<file path="config.mk">
export PLATFORM = sky130hd
export DESIGN_NAME = fp_div_seq
export DESIGN_NICKNAME = d
export VERILOG_FILES = /design/src/rtl/fp_div_seq.sv
export SDC_FILE = /design/constraint.sdc
export NUM_CORES = 1
export LEC_CHECK = 0
export CAP_MARGIN = 20
export CELL_PAD_IN_SITES_DETAIL_PLACEMENT = 0
export CELL_PAD_IN_SITES_GLOBAL_PLACEMENT = 1
export CORE_MARGIN = 3
export CORE_UTILIZATION = 42
export DETAILED_ROUTE_END_ITERATION = 16
export PLACE_DENSITY_LB_ADDON = 0.1
export REMOVE_ABC_BUFFERS = 1
export SLEW_MARGIN = 20
export SYNTH_ARGS = -nofsm -noshare
export SYNTH_HDL_FRONTEND = slang
export SYNTH_SLANG_ARGS = --single-unit
export TNS_END_PERCENT = 10
</file>
<file path="constraint.sdc">
create_clock -name CLK -period 7.75 [get_ports CLK]
set_input_delay 0.775 -clock CLK [delete_from_list [all_inputs] [get_ports CLK]]
set_output_delay 0.775 -clock CLK [all_outputs]
set_load 0.005 [all_outputs]
</file>
<file path="src/rtl/fp_div_seq.sv">
// Sequential single-precision divider: restoring radix-2 iteration with
// start/busy/done handshake, IEEE special-case handling and four rounding modes.
module fp_div_seq #(
  parameter int unsigned EXP_W    = 8,
  parameter int unsigned MAN_W    = 23,
  parameter int unsigned BIAS     = 127,
  parameter int unsigned DIV_ITER = 26
) (
  input  logic             CLK,
  input  logic             RST,
  input  logic             Start_ext,
  input  logic             Sx_ext,
  input  logic             Sy_ext,
  input  logic [EXP_W-1:0] Ex_ext,
  input  logic [EXP_W-1:0] Ey_ext,
  input  logic [MAN_W-1:0] Mx_ext,
  input  logic [MAN_W-1:0] My_ext,
  input  logic [1:0]       R_mode_ext,
  output logic             Busy_ext,
  output logic             Done_ext,
  output logic             Sz_ext,
  output logic [EXP_W-1:0] Ez_ext,
  output logic [MAN_W-1:0] Mz_ext,
  output logic             invalid_flag_ext,
  output logic             overflow_flag_ext,
  output logic             underflow_flag_ext,
  output logic             inexact_flag_ext,
  output logic             zero_flag_ext,
  output logic             div_by_zero_flag_ext
);

  localparam int unsigned SIG_W   = MAN_W + 1;
  localparam int unsigned REM_W   = SIG_W + 1;
  localparam int unsigned EA_W    = EXP_W + 2;
  localparam int unsigned CNT_W   = $clog2(DIV_ITER);
  localparam int unsigned EXP_MAX = (1 << EXP_W) - 1;
  localparam logic signed [EA_W-1:0] EA_TOP = EA_W'(EXP_MAX);
  localparam logic [MAN_W-1:0] QNAN_M = {1'b1, {(MAN_W-1){1'b0}}};

  typedef enum logic [2:0] {
    S_IDLE, S_LOAD, S_DIVIDE, S_ROUND, S_FINISH
  } state_t;

  state_t state, state_nx;

  logic             sx, sy, sz;
  logic [EXP_W-1:0] ex, ey;
  logic [MAN_W-1:0] mx, my;
  logic [1:0]       rmode;

  logic [REM_W-1:0]     rem;
  logic [SIG_W-1:0]     dvsr;
  logic [DIV_ITER-1:0]  quo;
  logic [CNT_W-1:0]     cnt;
  logic signed [EA_W-1:0] ea;

  logic             res_s;
  logic [EXP_W-1:0] res_e;
  logic [MAN_W-1:0] res_m;
  logic [5:0]       res_f;  // {invalid, overflow, underflow, inexact, zero, div_by_zero}

  // Operand classification; exponent 0 covers zeros and flushed subnormals
  logic x_zero, y_zero, x_nan, y_nan, x_inf, y_inf;
  logic is_inv, is_dbz, is_inf_res, is_zero_res, special;

  always_comb begin
    x_zero      = (ex == '0);
    y_zero      = (ey == '0);
    x_nan       = (ex == '1) && (mx != '0);
    y_nan       = (ey == '1) && (my != '0);
    x_inf       = (ex == '1) && (mx == '0);
    y_inf       = (ey == '1) && (my == '0);
    is_inv      = x_nan || y_nan || (x_zero && y_zero) || (x_inf && y_inf);
    is_dbz      = !is_inv && y_zero && !x_inf;
    is_inf_res  = !is_inv && x_inf;
    is_zero_res = !is_inv && !is_dbz && !is_inf_res && (x_zero || y_inf);
    special     = is_inv || is_dbz || is_inf_res || is_zero_res;
  end

  // Trial subtraction for one restoring step
  logic [REM_W:0] diff;
  assign diff = {1'b0, rem} - {2'b00, dvsr};

  // Normalisation and rounding of the finished quotient
  logic                   q_top, grd, stk, inc, carry, ovf, unf, to_inf;
  logic [DIV_ITER-1:0]    q_norm;
  logic signed [EA_W-1:0] e_norm, e_fin;
  logic [SIG_W-1:0]       sig;
  logic [SIG_W:0]         sig_r;
  logic [MAN_W-1:0]       man_r;

  always_comb begin
    q_top  = quo[DIV_ITER-1];
    q_norm = q_top ? quo : {quo[DIV_ITER-2:0], 1'b0};
    e_norm = q_top ? ea : ea - EA_W'(1);
    sig    = q_norm[DIV_ITER-1 -: SIG_W];
    grd    = q_norm[DIV_ITER-SIG_W-1];
    stk    = (|q_norm[DIV_ITER-SIG_W-2:0]) || (rem != '0);
    inc    = 1'b0;
    case (rmode)
      2'b00:   inc = grd && (sig[0] || stk);
      2'b01:   inc = 1'b0;
      2'b10:   inc = !sz && (grd || stk);
      default: inc = sz && (grd || stk);
    endcase
    sig_r  = {1'b0, sig} + (SIG_W+1)'(inc);
    carry  = sig_r[SIG_W];
    man_r  = carry ? sig_r[MAN_W:1] : sig_r[MAN_W-1:0];
    e_fin  = e_norm + EA_W'(carry);
    ovf    = (e_fin >= EA_TOP);
    unf    = e_fin[EA_W-1] || (e_fin == '0);
    to_inf = (rmode == 2'b00) || (rmode == 2'b10 && !sz) || (rmode == 2'b11 && sz);
  end

  always_ff @(posedge CLK) begin
    if (RST) state <= S_IDLE;
    else     state <= state_nx;
  end

  always_comb begin
    state_nx = state;
    case (state)
      S_IDLE:   if (Start_ext && !Busy_ext) state_nx = S_LOAD;
      S_LOAD:   state_nx = special ? S_FINISH : S_DIVIDE;
      S_DIVIDE: if (cnt == CNT_W'(DIV_ITER-1)) state_nx = S_ROUND;
      S_ROUND:  state_nx = S_FINISH;
      S_FINISH: state_nx = S_IDLE;
      default:  state_nx = S_IDLE;
    endcase
  end

  // Operand capture, iteration datapath and result staging
  always_ff @(posedge CLK) begin
    case (state)
      S_IDLE: if (Start_ext && !Busy_ext) begin
        sx <= Sx_ext;  sy <= Sy_ext;
        ex <= Ex_ext;  ey <= Ey_ext;
        mx <= Mx_ext;  my <= My_ext;
        rmode <= R_mode_ext;
      end
      S_LOAD: begin
        sz   <= sx ^ sy;
        rem  <= REM_W'({1'b1, mx});
        dvsr <= {1'b1, my};
        quo  <= '0;
        cnt  <= '0;
        ea   <= EA_W'(ex) - EA_W'(ey) + EA_W'(BIAS);
        res_s <= sx ^ sy;
        res_e <= '1;
        res_m <= '0;
        res_f <= 6'b000000;
        if (is_inv) begin
          res_s <= 1'b0;
          res_m <= QNAN_M;
          res_f <= 6'b100000;
        end else if (is_dbz) begin
          res_f <= 6'b000001;
        end else if (is_zero_res) begin
          res_e <= '0;
          res_f <= 6'b000010;
        end
      end
      S_DIVIDE: begin
        if (!diff[REM_W]) begin
          rem <= {diff[REM_W-2:0], 1'b0};
          quo <= {quo[DIV_ITER-2:0], 1'b1};
        end else begin
          rem <= {rem[REM_W-2:0], 1'b0};
          quo <= {quo[DIV_ITER-2:0], 1'b0};
        end
        cnt <= cnt + CNT_W'(1);
      end
      S_ROUND: begin
        res_s <= sz;
        if (ovf) begin
          res_f <= 6'b010100;
          res_e <= to_inf ? EXP_W'(EXP_MAX) : EXP_W'(EXP_MAX - 1);
          res_m <= to_inf ? '0 : '1;
        end else if (unf) begin
          res_f <= 6'b001110;
          res_e <= '0;
          res_m <= '0;
        end else begin
          res_f <= {3'b000, grd || stk, 2'b00};
          res_e <= e_fin[EXP_W-1:0];
          res_m <= man_r;
        end
      end
      default: ;
    endcase
  end

  // Registered handshake and result outputs
  always_ff @(posedge CLK) begin
    if (RST) begin
      Busy_ext             <= 1'b0;
      Done_ext             <= 1'b0;
      Sz_ext               <= 1'b0;
      Ez_ext               <= '0;
      Mz_ext               <= '0;
      invalid_flag_ext     <= 1'b0;
      overflow_flag_ext    <= 1'b0;
      underflow_flag_ext   <= 1'b0;
      inexact_flag_ext     <= 1'b0;
      zero_flag_ext        <= 1'b0;
      div_by_zero_flag_ext <= 1'b0;
    end else begin
      Busy_ext <= (state != S_IDLE) || (Start_ext && !Busy_ext);
      Done_ext <= (state == S_FINISH);
      if (state == S_FINISH) begin
        Sz_ext <= res_s;
        Ez_ext <= res_e;
        Mz_ext <= res_m;
        {invalid_flag_ext, overflow_flag_ext, underflow_flag_ext,
         inexact_flag_ext, zero_flag_ext, div_by_zero_flag_ext} <= res_f;
      end
    end
  end

endmodule

</file>
==> impl.org <==
** Route
- Remaining antenna violation count :: 0
- Vias per inst :: 5.28
- Average detailed-routed wire length per instance :: 17.5 um
- After detailed routing, the number of remaining DRC violations is 0.
- The routed design has 29000 um of wire.
- Violation count after the first detailed-routing iteration :: 519
- For this run, the detailed router's first-pass iteration total came to 5.
- Vias after detailed routing :: 8746

** Global routing
- Number of global-route vias before repair :: 8472
- Number of antenna violations at the first check in global routing :: 0
- Entering global routing, the biggest net connects 67 pins.
- Overall overflow remaining after global route :: 0
- Total routing usage reported by global routing :: 0.183
- The first global-routing pass estimated 46400 um of wire.

** STA
- In the finished design, the share of the clock period the worst path needs comes to 0.797.
- Measured against its own limit, the worst slew margin works out to 0.325.
- Final total negative setup slack :: 0 ns
- Achievable frequency :: 162 MHz
- Hold timing on the final database bottoms out at a slack of 0.449 ns.
- Final-report hold violation count :: 0
- Worst clock skew :: 0.0144 ns
- Worst Max-Slew Pin Slew :: 1.01 ns
- Final setup violation count :: 0
- Period minus WS final :: 6.18 ns
- Fin. max-slew vios :: 0
- Setup repair after global routing left no endpoint under its margin.

** Finish
- In the final layout, flip-flops and latches occupy 6690 sq um.
- After routing the design area is 14800 sq um.
- The library cell used most frequently in the layout, excluding fill and tap cells, is sky130_fd_sc_hd__edfxtp_1.
- Area used by multi-input combinational logic :: 5280 sq um
- Commonest non-fill, non-tap cells in the layout :: 194 x sky130_fd_sc_hd__edfxtp_1, 155 x sky130_fd_sc_hd__nand2_1, 108 x sky130_fd_sc_hd__clkdlybuf4s50_1
- 0 antenna diodes ended up in the layout.
- The final layout contains 1362 nets.
- Fraction of layout instances using a drive strength above 1 :: 0.0763
- The filler cells instantiated in the layout total 2641.
- Final Core Density :: 0.512
- Compared with the post-synthesis result, the final layout area differs by 19.4%.

** Power
- VDD sags by at most 0.181 mV.
- Lkg Pwr :: 5.28 nW
- Pwr dens :: 348 nW/um^2

** Critical path
- RR Endpoint :: res_m[21]$_SDFFCE_PN0P_
- Startpoint-to-endpoint class of the critical path :: reg2reg
- Cell at the slowest stage of the critical path :: sky130_fd_sc_hd__nor4b_4
- Chain of cells forming the critical path :: nor2b_1 -> ha_1 -> nand3b_1 -> o21ai_0 -> ha_1 -> ha_1 -> nand3_1 -> nor4b_4 -> nand4_1 -> or3_1 -> inv_1 -> ha_1 -> nor3b_1 -> o21a_2 -> mux2i_1 -> xor2_1 -> o2111ai_1 -> nand3_2 -> o32ai_1
- Data on the critical path arrives at its endpoint at 6.52 ns.
- Library cell appearing most often on the critical path :: sky130_fd_sc_hd__ha_1
- In this run the critical register-to-register path is launched from rmode[1]$_DFFE_PP_.
- STA classifies the critical path startpoint as a register.
- CP Data Required Time :: 8.09 ns
- Counting cells, the worst reg-to-reg path comes to 19.
- Worst reg2reg setup slack :: 1.57 ns
- Along the worst path, the maximum fanout reaches 22.
- Highest cell delay on the worst timing path :: 0.58 ns
- The worst setup path is captured at a register.

** Logic synthesis
- Post-synthesis area per instance :: 10.7 sq um
- Number of instances in the synthesized netlist :: 1153
- Counting flops with a built-in enable in the synthesized netlist gives 194.
- Async set-or-reset flop fraction in the synthesized netlist :: 0
- Summed instance area of the synthesized netlist :: 12400 sq um
- The synthesized netlist contains 79 unique library cells.
- After synthesis the netlist holds a flip-flop and latch count of 237.
- Top FF cell, synth :: sky130_fd_sc_hd__edfxtp_1
- During synthesis, Yosys emitted a total of 0 warnings.
- Sequential cell area fraction in the yosys report :: 0.541

** CTS
- In this run the number of H-tree levels came out at 1.
- Post-CTS setup buffers :: 0
- Clk sinks :: 237
- Count of hold buffers inserted by post-cts repair :: 0
- Clock insertion delay at the later pin of the skew report :: 0.54 ns
- CTS Buffer Depth :: 3
- Clock buffer count from CTS :: 27
- Gates resized during post-CTS repair numbered 0.
- The tree is rooted in a sky130_fd_sc_hd__clkbuf_16.
- CTS tree :: built
- Clk slew on worst S/H paths :: 0.06 ns

** Floorplanning
- The region available for standard cell placement spans 28900 sq um.
- Width of the die :: 178 um
- After floorplanning, the core was divided into 62 placement rows.
- The die covers 31500 sq um.
- For this configuration, the core starts out at a cell density of 0.429.
- Count of pins on the block boundary :: 109
- In this run the vertical extent of the chip is 178 um.

** Hold path
- The path class of the tightest hold or removal check is reg2reg.
- End point of the worst hold path :: dvsr[14]$_DFFE_PP_
- Hold path start :: my[14]$_DFFE_PP_
- The worst hold path passes through 0 cells.

** Status
- Result of the run :: completed

** Run
- Across the run, the number of max-cap violations was 0.

** Placed design
- Summed over all nets, the half-perimeter wirelength after detailed placement is 20700 um.
- Once placement finished, the instance area stood at 13900 sq um.
- Count of port buffers added during placement :: 108
- Routability-driven placement finished with a final weighted congestion of 0.866.
-- per-layer routing --
metal	global-route usage	share of wire	up-vias
met2	0.301	0.47	173
met3	0.0259	0.043	39
met4	0.0465	0.021	0
met1	0.257	0.47	4118
li1	-	-	4416
met5	0	0	-
-- critical path: cells and delay by family, from the launching register on --
kind	cells	cell delay, ns
AND/OR/NAND/NOR	8	2.70
AO/OA/AOI/OAI	4	1.02
adder cells (fa/ha/maj)	4	0.94
flip-flops	1	0.43
buffers and inverters	1	0.43
multiplexers	1	0.32
XOR/XNOR	1	0.15
-- layout make-up --
type                            count  share of cell area
Clock inverter                     18              0.0151
Tap cell                          384              0.0325
Timing Repair Buffer              123              0.0808
Multi-Input combinational cell    806               0.358
Inverter                           56              0.0142
Sequential cell                   237               0.453
Clock buffer                       32              0.0470
-- state kept, by name, summed over array words and instances (netlist names), 3 cells and up --
register / count
ey: 8
my: 23
mx: 23
res_e: 8
dvsr: 23
rem: 25
cnt: 5
ex: 8
Ez_ext: 8
res_m: 23
quo: 26
ea: 10
Mz_ext: 23
res_f: 6
state: 3
-- power by group --
part           total, mW  internal [mW]  switching, mW
logic               1.80          0.692           1.11
registers           2.02           1.79          0.237
clock network       1.32          0.805          0.512
total               5.14           3.28           1.86
-- cell usage after synthesis, drive strengths merged (5+ instances only) --
| library cell | count | area share |
|---|---|---|
| or3 | 10 | 0.0059 |
| a31oi | 19 | 0.011 |
| o21bai | 6 | 0.0036 |
| nor2 | 86 | 0.026 |
| or2 | 7 | 0.0035 |
| nand4 | 16 | 0.0081 |
| buf | 20 | 0.0083 |
| and3 | 32 | 0.017 |
| edfxtp | 194 | 0.47 |
| nor2b | 9 | 0.0046 |
| o211ai | 7 | 0.0042 |
| dfxtp | 43 | 0.070 |
| a21oi | 85 | 0.035 |
| nor3b | 5 | 0.0030 |
| inv | 55 | 0.017 |
| nor4 | 24 | 0.012 |
| nor3 | 17 | 0.0069 |
| xnor2 | 40 | 0.030 |
| nand2 | 155 | 0.047 |
| and2 | 18 | 0.0091 |
| ha | 40 | 0.040 |
| o21a | 11 | 0.0068 |
| o22ai | 15 | 0.0076 |
| xor2 | 34 | 0.025 |
| a21o | 11 | 0.0067 |
| clkbuf | 34 | 0.010 |
| mux2i | 27 | 0.022 |
| o32ai | 10 | 0.011 |
| o21ai | 28 | 0.011 |
| nand3 | 26 | 0.011 |
| o31ai | 5 | 0.0030 |
| nand2b | 7 | 0.0035 |
-- worst max path at each step --
stage | startpoint | endpoint | slack (ns) | cells past startpoint
finish | rmode[1]$_DFFE_PP_ | res_m[21]$_SDFFCE_PN0P_ | 1.57 | 19
global route | rmode[1]$_DFFE_PP_ | res_m[5]$_SDFFCE_PN0P_ | 0.93 | 19
CTS | rmode[1]$_DFFE_PP_ | res_m[21]$_SDFFCE_PN0P_ | 1.59 | 19
detailed placement | rmode[1]$_DFFE_PP_ | res_m[21]$_SDFFCE_PN0P_ | 1.59 | 19
global placement | rmode[1]$_DFFE_PP_ | res_m[21]$_SDFFCE_PN0P_ | 1.84 | 19
floorplan | Start_ext | ex[0]$_DFFE_PP_ | 0.01 | 2
-- kinds of logic (layout without fill, tap and decap cells) --
group / count (synthesis) / in the layout / synth area share
mux: 31 / 31 / 0.0258
fa+ha+maj: 42 / 42 / 0.0437
buf+inv: 110 / 229 / 0.0356
simple gates: 428 / 428 / 0.171
xor+xnor: 74 / 74 / 0.0545
compound gates: 231 / 231 / 0.129
flops: 237 / 237 / 0.541
-- metrics by stage --
| stage | power, mW | setup WS [ns] | cells |
|---|---|---|---|
| floorplan | 3.30 | 0.0104 | 1099 |
| global placement | 3.85 | 1.84 | 1606 |
| detailed placement | 3.85 | 1.59 | 1606 |
| CTS | 5.19 | 1.59 | 1656 |
| global route | 5.48 | 0.930 | 1656 |
| finish | 5.14 | 1.57 | 1656 |
Power figures use the tool's default switching activity.
==> patch 1, RTL diff (same settings) <==
The parameter `MAN_W` goes from 23 to 21.
--- a/src/rtl/fp_div_seq.sv
+++ b/src/rtl/fp_div_seq.sv
@@ -4,3 +4,3 @@
   parameter int unsigned EXP_W    = 8,
-  parameter int unsigned MAN_W    = 23,
+  parameter int unsigned MAN_W    = 21,
   parameter int unsigned BIAS     = 127,
Ports: changed (resized Mx_ext, My_ext and Mz_ext); port bits go from 109 to 103. The function was not compared with the original's and may differ.
==> patch 1 against the unedited design <==
Sequential cell count fell by 12; first-iteration DRC count rose by 0.58%; sequential share of layout area rose by 0.99 points; utilization rose by 0.58 points; area after synthesis fell by 6.9%; count of clock-buffer cells in the layout rose by 7; power fell by 11%; routed wire length fell by 14%; die area fell by 6.7%; design area fell by 7.1%; setup slack got worse by 0.88 ns; critical path type unchanged; largest power group unchanged; highest routed layer unchanged.
==> patch 1: results (changes against the unedited design) <==
* CTS buffer count at 26 (was 27)
* Worst Min Path Start: my[8] (was my[14])
* Synth Instances at 1,046 (was 1,153)
* Met2 Routed Length at 11,600 µm (was 13,600 µm)
* Leakage at 5.01 nW (was 5.28 nW)
* Sequential share of cell area at 46.3% (was 45.3%)
* Critical path's largest stage delay at 0.89 ns (was 0.58 ns)
* Biggest regs: quo: 26 flops, rem: 23 flops (was quo: 26 flops, rem: 25 flops)
* Synth top area cells: edfxtp_1 48%, dfxtp_1 7.1%, nand2_1 4.8%, ha_1 4.1%, mux2i_1 3.0% (was edfxtp_1 47%, dfxtp_1 7.0%, nand2_1 4.7%, ha_1 4.0%, a21oi_1 3.4%)
* Reg2reg path depth at 25 (was 19)
* Peak supply drop at 0.188 mV (was 0.181 mV)
* Multi-In Gates at 729 (was 806)
* Non-CTS inverters at 53 (was 56)
* Tcrit/Tclk final at 91.1% (was 79.7%)
* Max_slew headroom at 29.7% (was 32.5%)
* Via density at 5.32 (was 5.28)
* Ratio of cells with drive above 1 in the final layout at 6.66% (was 7.63%)
* CLK BUF at 39 (was 32)
* Metal-1 WL at 12,000 µm (was 13,600 µm)
* Fillers at 2,413 (was 2,641)
* Hold worst-path end: dvsr[8] (was dvsr[14])
* Drt total wl at 25,000 µm (was 29,000 µm)
* Placed Cells at 1,458 (was 1,606)
* Post-synth top cells: 184 x edfxtp_1, 147 x nand2_1, 67 x a21oi_1, 52 x inv_1, 50 x nor2_1 (was 194 x edfxtp_1, 155 x nand2_1, 86 x nor2_1, 83 x a21oi_1, 53 x inv_1)
* Via count of the routed design at 8,019 (was 8,746)
* Iter 0 DRT Violations at 522 (was 519)
* Worst hold slack at 0.439 ns (was 0.449 ns)
* Status: finished, final reports clean (unchanged)
* Dpl hpwl at 17,900 µm (was 20,700 µm)
* Global-route met3 utilization at 2.30% (was 2.59%)
* End of the critical path: res_m[20] (was res_m[21])
* All-Layer GR Usage at 17.2% (was 18.3%)
* Global-route wire length before repair at 40,700 µm (was 46,400 µm)
* R2R Setup Slk at 0.69 ns (was 1.57 ns)
==> patch 1: cell count changes in the layout (fill, tap and decap cells not counted), sizes merged, moves of 7 or more <==
cell    before  now
a21oi       85   69
mux2i       27   35
a31oi       19    6
a31o         0   16
o32ai       10    0
nor2        86   50
edfxtp     194  184
nand2      155  147
o21ai       28   47
o22ai       15    3
clkbuf      32   39
==> patch 1: worst reg2reg max path: cells and delay by family (launching register included) <==
kind,cells,cell delay (ns)
adders and majority gates,4,0.90
muxes,2,0.51
DFF,1,0.65
xor gates and xnor gates,1,0.15
buffers and inverters,2,0.36
AOI/OAI and AO/OA,7,1.92
and+or+nand+nor,9,2.42
==> patch 1: cell families after synthesis <==
logic type | Yosys count | synth area share, %
fa+ha+maj | 40 | 4.48
simple gates | 362 | 15.6
mux | 45 | 4.02
buf+inv | 92 | 3.13
compound gates | 212 | 12.1
flops | 225 | 55.1
xor+xnor | 70 | 5.52
==> patch 2, RTL diff (config.mk and constraints unchanged) <==
Made on the original files. Re-encode `state_t` (5 states) as Gray code, 3 bits wide.
--- a/src/rtl/fp_div_seq.sv
+++ b/src/rtl/fp_div_seq.sv
@@ -40,3 +40,3 @@
   typedef enum logic [2:0] {
-    S_IDLE, S_LOAD, S_DIVIDE, S_ROUND, S_FINISH
+    S_IDLE = 3'b000, S_LOAD = 3'b001, S_DIVIDE = 3'b011, S_ROUND = 3'b010, S_FINISH = 3'b110
   } state_t;
Behaviour: same outputs for any inputs over 10 cycles, from zero or initial values and one cycle with RST high; not proved beyond that.
==> patch 2 against the unedited design <==
Design area decreased by 0.70%; setup slack got worse by 0.13 ns; sequential cell count unchanged; routed wire length decreased by 11%; highest routed layer unchanged; critical path depth increased by 1; area after synthesis decreased by 0.84%; utilization increased by 0.61 points; sequential share of layout area increased by 0.32 points; global-route usage decreased by 1.5 points; critical path type unchanged; non-clock buffer count decreased by 3.
Power is not compared: it rests on default switching activity, and its combinational part moved more than twofold at a synthesized area within 25%.
==> patch 2: results (changes against the unedited design) <==
* Reg2reg path depth at 20 (was 19)
* Worst hold path depth at 0 (unchanged)
* Worst clock skew at 0.0162 ns (was 0.0144 ns)
* Met2 Routed Length at 11,900 µm (was 13,600 µm)
* CTS buffer count at 28 (was 27)
* Iter 0 DRT Violations at 548 (was 519)
* WL/cell at 15.8 µm (was 17.5 µm)
* Critical path's largest stage delay at 0.98 ns (was 0.58 ns)
* Met1 Resource Use GR at 23.7% (was 25.7%)
* Metal-1 WL at 12,400 µm (was 13,600 µm)
* Drt total wl at 26,000 µm (was 29,000 µm)
* Placed Cells at 1,589 (was 1,606)
* Seq. pwr at 1.74 mW
* HP Class: reg2reg (unchanged)
* RR Startpoint: quo[25] (was rmode[1])
* Placed Area at 13,700 µm² (was 13,900 µm²)
* Clk_lat worst skew at 0.54 ns (about the same)
* DR pass1 iterations at 5 (unchanged)
* Worst Min Path Start: my[11] (was my[14])
* Global-route met3 utilization at 2.34% (was 2.59%)
* Hold worst-path end: dvsr[11] (was dvsr[14])
* Status: finished, final reports clean (unchanged)
* Dpl hpwl at 18,900 µm (was 20,700 µm)
* All-Layer GR Usage at 16.9% (was 18.3%)
* Seq/Total Area, Yosys at 54.5% (was 54.1%)
* Net total in the final layout at 1,352 (was 1,362)
* Post-synth top cells: 194 x edfxtp_1, 162 x nand2_1, 77 x a21oi_1, 59 x nor2_1, 53 x inv_1 (was 194 x edfxtp_1, 155 x nand2_1, 86 x nor2_1, 83 x a21oi_1, 53 x inv_1)
* Max_slew headroom at 32.1% (was 32.5%)
* Pin count of the biggest net entering global routing at 82 (was 67)
* Syn Area/Cell at 10.8 µm² (was 10.7 µm²)
* Synth top area cells: edfxtp_1 48%, dfxtp_1 7.0%, nand2_1 5.0%, ha_1 4.1%, a21oi_1 3.1% (was edfxtp_1 47%, dfxtp_1 7.0%, nand2_1 4.7%, ha_1 4.0%, a21oi_1 3.4%)
* Placer Congestion at 0.880 (was 0.866)
* Ratio of cells with drive above 1 in the final layout at 7.54% (was 7.63%)
* Yosys cell types at 77 (was 79)
* CP Data Arrival Time at 6.65 ns (was 6.52 ns)
* GR Util met2 at 27.6% (was 30.1%)
* Worst-path maximum fanout at 25 (was 22)
* End of the critical path: res_m[4] (was res_m[21])
* Routed length on met3 at 985 µm (was 1240 µm)
* R2R Setup Slk at 1.44 ns (was 1.57 ns)
* Global-route wire length before repair at 42,900 µm (was 46,400 µm)
* CP max-delay cell: edfxtp_1 (was nor4b_4)
patch 2: area by class of cell:
cell class              instances  share of cell area [%]
flip-flops and latches        237                    45.6
multi-input cells             801                    35.3
repair buffers                120                    7.99
clock buffers                  34                    5.35
well taps                     378                    3.22
inverters                      53                    1.36
clock inverters                15                    1.24
patch 2: through the flow:
step / hold slack (ns) / setup slack [ns] / util, %
2_1_floorplan: 0.427 / 1.30 / -
3_3_place_gp: 0.435 / 1.77 / 48.4
3_5_place_dp: 0.434 / 1.44 / 48.4
4_1_cts: 0.448 / 1.42 / 51.8
5_1_grt: 0.458 / 0.786 / 51.8
6_report: 0.444 / 1.44 / 51.8
patch 2: cell families after synthesis:
logic type | synth area share (%)
buffers and inverters | 3.47
xor gates and xnor gates | 5.55
adders and majority gates | 4.41
DFF | 54.5
and+or+nand+nor | 17.4
AOI/OAI and AO/OA | 11.8
muxes | 2.82
